## config.mk

```make
export PLATFORM = sky130hd
export DESIGN_NAME = icache_fetch
export DESIGN_NICKNAME = d
export VERILOG_FILES = /design/src/rtl/icache_pkg.sv /design/src/rtl/icache_data_array.sv /design/src/rtl/icache_fetch.sv
export SDC_FILE = /design/constraint.sdc
export NUM_CORES = 2
export LEC_CHECK = 0
export CORE_MARGIN = 4
export CORE_UTILIZATION = 40
export CTS_CLUSTER_DIAMETER = 150
export CTS_CLUSTER_SIZE = 30
export DETAILED_ROUTE_END_ITERATION = 7
export GPL_TIMING_DRIVEN = 0
export PLACE_DENSITY = 0.58
export SYNTH_ARGS = -nofsm -noshare
export SYNTH_HDL_FRONTEND = slang
export SYNTH_SLANG_ARGS = --single-unit
```

## constraint.sdc

```tcl
create_clock -name clk -period 5.1 [get_ports clk]
set_input_delay 0.51 -clock clk [delete_from_list [all_inputs] [get_ports clk]]
set_output_delay 0.51 -clock clk [all_outputs]
set_load 0.02 [all_outputs]
```

## src/rtl/icache_pkg.sv

```systemverilog
// Shared types, constants and width helpers for the instruction cache.
package icache_pkg;

  // Controller states: lookup, line refill, one-cycle settle after the fill.
  typedef enum logic [1:0] {
    IDLE      = 2'd0,
    REFILL    = 2'd1,
    FILL_DONE = 2'd2
  } state_t;

  // addi x0, x0, 0 -- handed to IF whenever no real instruction is available.
  localparam logic [31:0] NOP_INSTR = 32'h0000_0013;

  // Word-offset width inside a line.
  function automatic int offW(input int wordsPerLine);
    return $clog2(wordsPerLine);
  endfunction

  // Line-index width.
  function automatic int idxW(input int lines);
    return $clog2(lines);
  endfunction

  // Tag width: what remains above the byte, offset and index bits.
  function automatic int tagW(input int addrW, input int lines, input int wordsPerLine);
    return addrW - 2 - $clog2(lines) - $clog2(wordsPerLine);
  endfunction

endpackage

```

## src/rtl/icache_data_array.sv

```systemverilog
// Flop-based instruction storage: combinational read, one synchronous write port.
module icache_data_array #(
  parameter int LINES          = 16,
  parameter int WORDS_PER_LINE = 4,
  parameter int IDX_W          = 4,
  parameter int OFF_W          = 2
) (
  input  logic             clk,
  input  logic             we,
  input  logic [IDX_W-1:0] wIdx,
  input  logic [OFF_W-1:0] wOff,
  input  logic [31:0]      wData,
  input  logic [IDX_W-1:0] rIdx,
  input  logic [OFF_W-1:0] rOff,
  output logic [31:0]      rData
);

  logic [31:0] words [LINES][WORDS_PER_LINE];

  // Refill beats land here one word at a time; contents need no reset.
  always_ff @(posedge clk) begin
    if (we) begin
      words[wIdx][wOff] <= wData;
    end
  end

  assign rData = words[rIdx][rOff];

endmodule

```

## src/rtl/icache_fetch.sv

```systemverilog
// Direct-mapped read-only instruction cache for the IF stage.
// Hits return combinationally; a miss stalls IF and refills the whole line.
//
// Backing-memory handshake: mem_req_o and mem_addr_o are raised in REFILL and
// held unchanged until the memory pulses mem_ack_i; the cycle carrying
// mem_ack_i also carries the beat's data on mem_rdata_i. Acks seen in any
// other state are ignored.
module icache_fetch
  import icache_pkg::*;
#(
  parameter int LINES          = 16,
  parameter int WORDS_PER_LINE = 4,
  parameter int ADDR_W         = 32
) (
  input  logic              clk,
  input  logic              rst,
  input  logic [ADDR_W-1:0] pc_i,
  input  logic              req_i,
  input  logic              flush_i,
  output logic [31:0]       instr_o,
  output logic              valid_o,
  output logic              stall_o,
  output logic              mem_req_o,
  output logic [ADDR_W-1:0] mem_addr_o,
  input  logic [31:0]       mem_rdata_i,
  input  logic              mem_ack_i,
  output state_t            dbgState
);

  localparam int OFF_W = offW(WORDS_PER_LINE);
  localparam int IDX_W = idxW(LINES);
  localparam int TAG_W = tagW(ADDR_W, LINES, WORDS_PER_LINE);

  state_t state, nextState;

  logic [LINES-1:0] validBits;
  logic [TAG_W-1:0] tagArr [LINES];
  logic [TAG_W-1:0] missTag;
  logic [IDX_W-1:0] missIdx;
  logic [OFF_W-1:0] beat;
  logic             flushPending;

  logic [OFF_W-1:0] pcOff;
  logic [IDX_W-1:0] pcIdx;
  logic [TAG_W-1:0] pcTag;
  logic [1:0]       unusedPcBits;
  logic             lineHit;
  logic             hit;
  logic             lastBeat;
  logic             beatAck;
  logic [31:0]      rdData;

  assign pcOff        = pc_i[OFF_W+1:2];
  assign pcIdx        = pc_i[OFF_W+IDX_W+1:OFF_W+2];
  assign pcTag        = pc_i[ADDR_W-1:OFF_W+IDX_W+2];
  assign unusedPcBits = pc_i[1:0];

  // Hits only count in IDLE so a line being written never forwards early.
  assign lineHit  = validBits[pcIdx] && (tagArr[pcIdx] == pcTag);
  assign hit      = lineHit && (state == IDLE);
  assign lastBeat = (beat == OFF_W'(WORDS_PER_LINE - 1));
  assign beatAck  = (state == REFILL) && mem_ack_i;

  assign valid_o    = req_i && hit;
  assign stall_o    = req_i && !hit;
  assign instr_o    = valid_o ? rdData : NOP_INSTR;
  assign mem_req_o  = (state == REFILL);
  // Line base with the beat number in the offset field == base + 4*beat.
  assign mem_addr_o = (state == REFILL) ? {missTag, missIdx, beat, 2'b00} : '0;
  assign dbgState   = state;

  icache_data_array #(
    .LINES         (LINES),
    .WORDS_PER_LINE(WORDS_PER_LINE),
    .IDX_W         (IDX_W),
    .OFF_W         (OFF_W)
  ) u_data (
    .clk  (clk),
    .we   (beatAck),
    .wIdx (missIdx),
    .wOff (beat),
    .wData(mem_rdata_i),
    .rIdx (pcIdx),
    .rOff (pcOff),
    .rData(rdData)
  );

  // State register.
  always_ff @(posedge clk or negedge rst) begin
    if (!rst) begin
      state <= IDLE;
    end else begin
      state <= nextState;
    end
  end

  // Next-state: miss starts a refill, last acked beat settles for one cycle.
  always_comb begin
    nextState = state;
    case (state)
      IDLE:      if (req_i && !lineHit) nextState = REFILL;
      REFILL:    if (mem_ack_i && lastBeat) nextState = FILL_DONE;
      FILL_DONE: nextState = IDLE;
      default:   nextState = IDLE;
    endcase
  end

  // Valid bits, miss bookkeeping and deferred flush handling.
  always_ff @(posedge clk or negedge rst) begin
    if (!rst) begin
      validBits    <= '0;
      missTag      <= '0;
      missIdx      <= '0;
      beat         <= '0;
      flushPending <= 1'b0;
    end else begin
      case (state)
        IDLE: begin
          if (flush_i) begin
            validBits <= '0;
          end
          if (req_i && !lineHit) begin
            missTag <= pcTag;
            missIdx <= pcIdx;
            beat    <= '0;
          end
        end
        REFILL: begin
          if (flush_i) begin
            flushPending <= 1'b1;
          end
          if (mem_ack_i) begin
            beat <= beat + OFF_W'(1);
            if (lastBeat) begin
              // A flush seen at any point in the refill keeps the line invalid.
              validBits[missIdx] <= !(flushPending || flush_i);
            end
          end
        end
        FILL_DONE: begin
          if (flushPending || flush_i) begin
            validBits <= '0;
          end
          flushPending <= 1'b0;
        end
        default: begin
          flushPending <= 1'b0;
        end
      endcase
    end
  end

  // Tag written alongside the final beat; no reset needed behind the valid bits.
  always_ff @(posedge clk) begin
    if (beatAck && lastBeat) begin
      tagArr[missIdx] <= missTag;
    end
  end

endmodule

```

# [Yosys cells after proc, flatten, opt, wreduce, memory -nomap -nowiden]
# Memories as Yosys holds them, arrays and structs flattened.
# Index checks and enable logic that the tools add are counted.
[word_totals] register_bits=49 latchBits=0 mem_bits_rw=2432 romBits=0 inputBits=69 out_inout_bits=69 memories=2
[mem_list] memory="u_data.words" depth=16 width=128 read_ports=1 rd_ports_with_merged_regs=0 write_ports=1 line="icache_data_array.sv:18" text="logic [31:0] words [LINES][WORDS_PER_LINE];"
[mem_list] memory="tagArr" depth=16 width=24 read_ports=1 rd_ports_with_merged_regs=0 write_ports=1 line="icache_fetch.sv:37" text="logic [TAG_W-1:0] tagArr [LINES];"
[classes] addsub=1 n_mul=0 div_mod_pow=0 order_cmp=6 n_eq_ne=11 shifts=0 mux=29 bitwise=3 reduce_logical=22
[op_table] cell="$mux W32" n=5
[op_table] cell="$mux W128" n=1
[op_table] cell="$bmux W32 S2" n=1
[op_table] cell="$demux W32 S2" n=1
[op_table] cell="$mux W16" n=4
[op_table] cell="$pmux W16 S3" n=1
[op_table] cell="$eq A24 B24 Y1" n=1
[op_table] cell="$bwmux W16" n=1
[op_table] cell="$logic_and A1 B1 Y1" n=10
[op_table] cell="$lt A4 B5 Y1 const B" n=2
[op_table] cell="$mux W2" n=4
[op_table] cell="$ne A2 B1 Y1 const B" n=4
[op_table] cell="$pmux W2 S2" n=2
[op_table] cell="$ge A3 B3 Y1 const B" n=2
[op_table] cell="$mux W1" n=6
[op_table] cell="$ne A2 B2 Y1 const B" n=3
[op_table] cell="$not A2 Y3" n=2
[op_table] cell="$reduce_and A2 Y1" n=3
[op_table] cell="$reduce_and A5 Y1" n=1
[op_table] cell="$bmux W1 S4" n=1
[op_table] cell="$demux W1 S4" n=1
[op_table] cell="$eq A2 B2 Y1 const B" n=2
[op_table] cell="$ge A4 B1 Y1 const B" n=1
[op_table] cell="$logic_not A1 Y1" n=3
[op_table] cell="other kinds (10)" n=10

# [Logic depth before layout (Yosys ltp)]
[depth] ltp_word=8 depth_mapped=15 ltp_nobuf=9

# [Modules after synthesis]
# Synthesis repeated with hierarchy kept, for this count alone.
[unflattened] cells_unflattened=4287 area_unflattened_um2=95512.9
[modules_own_cells] mod="icache_data_array" n_inst=1 cells_per_inst=3348 area_per_inst_um2=77635.7 seq_area_each_um2=61499.0
[modules_own_cells] mod="icache_fetch" n_inst=1 cells_per_inst=939 area_per_inst_um2=17877.1 seq_area_each_um2=12757.2

# [Least setup slack after synthesis]
# No wires, ideal clock.
[synth_timing] path_kind="flip-flop to flip-flop" start="register state[0], in the netlist dbgState[0]" end="register validBits[14]" setup_time_ps=75 arrival_ps=4295 path_slack_ps=729 path_stages_with_launch=7 n_path_buf=2 period_less_slack_ps=4371 cell_sequence="dfrtp_1 nor2b_1 clkbuf_1 nand3_1 clkbuf_1 nor2_1 o221a_2"
[synth_between] elab_chain_len=3 word_cells_on_any_way=10
[synth_lines] item="from (decl)" line="icache_fetch.sv:34" text="state_t state, nextState;"
[synth_lines] item="from (signal assigned)" line="icache_fetch.sv:93" text="state <= nextState;"
[synth_lines] item="$eq A2 B2 Y1, or another cell as far along" line="icache_fetch.sv:117" text="case (state)"
[synth_lines] item="$ne A2 B2 Y1 (no line), or another cell as far along"
[synth_lines] item="$reduce_and A5 Y1 (no line)"
[synth_lines] item="to (signal, indexed assignment)" line="icache_fetch.sv:136" text="validBits[missIdx] <= !(flushPending || flush_i);"
[synth_lines] item="to (decl)" line="icache_fetch.sv:36" text="logic [LINES-1:0] validBits;"
# Several ways; a longest one is shown, not always the timed one.
# A chain may end at the register's enable or synchronous reset.

# [Worst setup path in the final report]
[layout_timing] start="input port pc_i[4]" end="output port instr_o[28]"
[layout_between] elab_chain_len=6 word_cells_on_any_way=12
[layout_lines] item="from (decl)" line="icache_fetch.sv:17" text="input logic [ADDR_W-1:0] pc_i,"
[layout_lines] item="$mem_v2 Z16 W24 / $bmux W1 S4 (equally long branches)"
[layout_lines] item="$eq A24 B24 Y1 / $mux W1 (equally long branches)" line="icache_fetch.sv:59" text="assign lineHit = validBits[pcIdx] && (tagArr[pcIdx] == pcTag);"
[layout_lines] item="$logic_and A1 B1 Y1" line="icache_fetch.sv:59"
[layout_lines] item="$logic_and A1 B1 Y1" line="icache_fetch.sv:60" text="assign hit = lineHit && (state == IDLE);"
[layout_lines] item="$logic_and A1 B1 Y1" line="icache_fetch.sv:64" text="assign valid_o = req_i && hit;"
[layout_lines] item="$mux W32 (*)" line="icache_fetch.sv:66" text="assign instr_o = valid_o ? rdData : NOP_INSTR;"
[layout_lines] item="to (decl)" line="icache_fetch.sv:20" text="output logic [31:0] instr_o,"
# Mark *: on every way between the ends. The rest lies on a longest branch, timed or not. The select of a mux whose other input is x is not followed.

==> flow_metrics.tcl <==
set metrics [dict create \
    outcome "complete, no violations" \
    crit_path_end_kind "output port" \
    fin_util_pct 45.0 \
    drt_iter0_markers 5814 \
    synth_common_cells "edfxtp_1, mux4_2, nor2_1, clkbuf_1, buf_2" \
    tritoncts "yes" \
    num_io_pins 138 \
    arrival_ns 4.52 \
    p_per_area_mw_per_mm2 354 \
    grt_overflow_total 0 \
    vias 44100 \
    p_leak_uw 0.0324 \
    crit_required_ns 4.59 \
    antenna_found_initial 26 \
    whs_ns 0.0768 \
    dr.pass1.iters 6 \
    clock_latency_ns 0.82 \
    synthMuxAreaShare_pct 18.8 \
    initial_core_util_pct 40.1 \
    clock_skew_ns 0.0668 \
    max_slew_margin_pct 11.3 \
    postRouteAntennaNets 0 \
    dp_hpwl_um 179000 \
    critPathMaxFanout 10 \
    tns_ns 0 \
    drt-total-wl_um 263000 \
    synth_most_common_cell "edfxtp_1" \
    async_flop_share_pct 1.98 \
    yosysSeqAreaShare_pct 77.8 \
    yosys.area.top_type "edfxtp_1" \
    netlist_top_cells_area "edfxtp_1, mux4_2, dfrtp_1, mux2i_1, buf_2" \
    critPathTopFamily "buffers and inverters" \
    fmax_mhz 199 \
    synth_fa_ha_area_share_pct 0.0525 \
    cp_slowest_cell "clkdlybuf4s15_1" \
    maxSlewViolCount 0 \
    ctsHtreeMaxLevel 3 \
    cts_max_path_buffers 3 \
    syn-cell-area_mm2 0.0954 \
    grt_pass1_wl_um 363000 \
    fillers 19700 \
    design.core.area_mm2 0.238 \
    grt_max_degree 63 \
    io_buffer_count 130 \
    rows 179 \
    dieWidth_um 496 \
    synth_edf_count 2432 \
    die_area_mm2 0.246 \
    ys_warn_count 0 \
    grt_usage_pct 21.3 \
    final_layout_size_suffix_gt1_share_pct 31.3 \
    cts_made_buffers 92 \
    place_congestion 0.821 \
    preCtsSetupSlack_ns -2.84 \
    synth_top_area_share_pct 76.6 \
    tightest_slew_ns 1.33 \
    layout_setup_ws_ns 0.0742 \
    route.detailed.vias_per_inst 5.91 \
    cts_root_buffer "clkbuf_16" \
    syn_inst 3893 \
    finalHoldViolCount 0 \
    nNetsFinal 4326 \
    ys_ff_latch 2481 \
    clock-sinks 2481 \
    synth-simple-area-share_pct 1.26 \
    crit_type "input pin to output port" \
    crit_buf_inv 9 \
    yosys.area_share.xor_xnor_pct 0.257 \
    grt_pass1_vias 44000 \
    synth_cell_type_count 62 \
    hold_class "input pin to flop" \
    cts.clk_slew.worst_paths_ns 0.11 \
    die_h_um 496 \
    route.detailed.drc 0 \
    irDropWorstVdd_mv 0.407 \
    synthFlopType "edfxtp_1" \
    avgRoutedWirePerCell_um 35.2 \
    start_kind "input pin" \
    worst_path_most_repeated_cell "buf_8" \
    area_growth_pct 12.2 \
    period_share_pct 98.5 \
    report.final.setup_viol 0 \
    drv_cap 0 \
    synth_top_family_by_area "multiplexers" \
    path_cells "buf_2 > buf_8 > buf_8 > buf_8 > buf_12 > buf_16 > mux2i_2 > xor2_1 > nand4_1 > o31ai_2 > nand3b_1 > nor4_4 > nand3_4 > buf_12 > buf_4 > nor2b_2 > clkdlybuf4s15_1" \
    slowest_delay_ns 0.37 \
    syn-mean-instance-area_um2 24.5 \
    post-route-min-period_ns 5.03 \
    synth_compound_area_share_pct 0.738 \
]
==> path summary, 6_finish.rpt <==
kind                                     start              endpoint  slack, ns  depth (start not counted)
worst max-delay path                   pc_i[4]           instr_o[28]       0.07                         17
worst min-delay path            mem_rdata_i[4]  u_data.words[8][100]       0.08                          1
worst max register to register     dbgState[0]         tagArr[10][3]       0.47                          7
worst min register to register    flushPending          flushPending       0.57                          2
max in group asynchronous                  rst          validBits[5]       4.24                          3
min in group asynchronous                  rst            missTag[6]       0.25                          2
==> metal layers <==
| layer | share of wire (%) | global-route usage [%] | wire [um] | vias up |
|---|---|---|---|---|
| met1 | 42 | 30.5 | 110000 | 24700 |
| met4 | 2.7 | 5.22 | 7200 | 6 |
| met2 | 49 | 34.6 | 128000 | 1796 |
| li1 | - | - | - | 17400 |
| met3 | 7.1 | 3.20 | 18700 | 309 |
| met5 | 0.013 | 0 | 35 | - |
==> cells by family after synthesis <==
logic type               Yosys count
flip-flops                      2481
multiplexers                     842
AND/OR/NAND/NOR                  237
buffers and inverters            214
AO/OA/AOI/OAI                     86
XOR/XNOR                          28
adder cells (fa/ha/maj)            4
other                              1
==> sequential cells by signal, indices dropped and copies added (netlist names) <==
| register | cells |
|---|---|
| tagArr | 384 |
| dbgState | 2 |
| beat | 2 |
| validBits | 16 |
| u_data.words | 2048 |
| missTag | 24 |
| missIdx | 4 |
| flushPending | 1 |
==> layout make-up <==
| cell class | count | area (um2) | share of cell area [%] |
|---|---|---|---|
| Tap cell | 3167 | 3960 | 3.70 |
| Buffer | 204 | 1470 | 1.37 |
| Multi-Input combinational cell | 1199 | 20700 | 19.4 |
| Timing Repair Buffer | 265 | 3960 | 3.70 |
| Clock buffer | 135 | 2480 | 2.32 |
| Sequential cell | 2481 | 74300 | 69.4 |
| Antenna cell | 9 | 22.5 | 0.0210 |
| Inverter | 10 | 38.8 | 0.0362 |
| Clock inverter | 6 | 115 | 0.108 |
==> what timing repair did <==
item / in CTS / in global routing
resized for setup: 323 / 18
endpoints found under the hold margin: 36 / 0
pin swaps: 2 / 2
buffers inserted: 2 / 0
hold buffers: 5 / 0
gates cloned: 0 / 0
endpoints found under the setup margin: 34 / 30
==> where the power goes <==
group	total [uW]	switching (uW)	internal, uW
logic	4280	2650	1630
clock network	9520	6040	3480
registers	24100	624	23400
total	37900	9320	28500
==> cell usage in the layout, fill, tap and decap left out, drive strengths merged, types with 3 or more instances in the layout <==
master / count
nor4: 5
buf: 285
xnor2: 12
nor2b: 40
or3: 3
nand2: 26
a22o: 8
and2: 33
inv: 13
dlygate4sd3: 5
nand3b: 3
nand2b: 9
mux2i: 49
a21oi: 5
ha: 4
dlygate4sd2: 10
edfxtp: 2432
clkdlybuf4s50: 62
o21ai: 10
o22ai: 6
clkbuf: 217
dfrtp: 49
diode: 9
a22oi: 9
o221a: 15
a221oi: 8
clkinv: 3
mux2: 42
clkdlybuf4s15: 24
mux4: 751
a211oi: 4
nor2: 82
nand3: 19
nand4: 7
xor2: 16
or2: 4
==> stage by stage <==
stage / cells / power [uW] / cell area [um2]
floorplan: 3894 / 26300 / 95400
global placement: 7191 / 28400 / 101000
detailed placement: 7319 / 28800 / 104000
CTS: 7467 / 38100 / 107000
global route: 7467 / 39000 / 107000
finish: 7476 / 37900 / 107000
No activity file was read; power rests on OpenSTA's default activity.
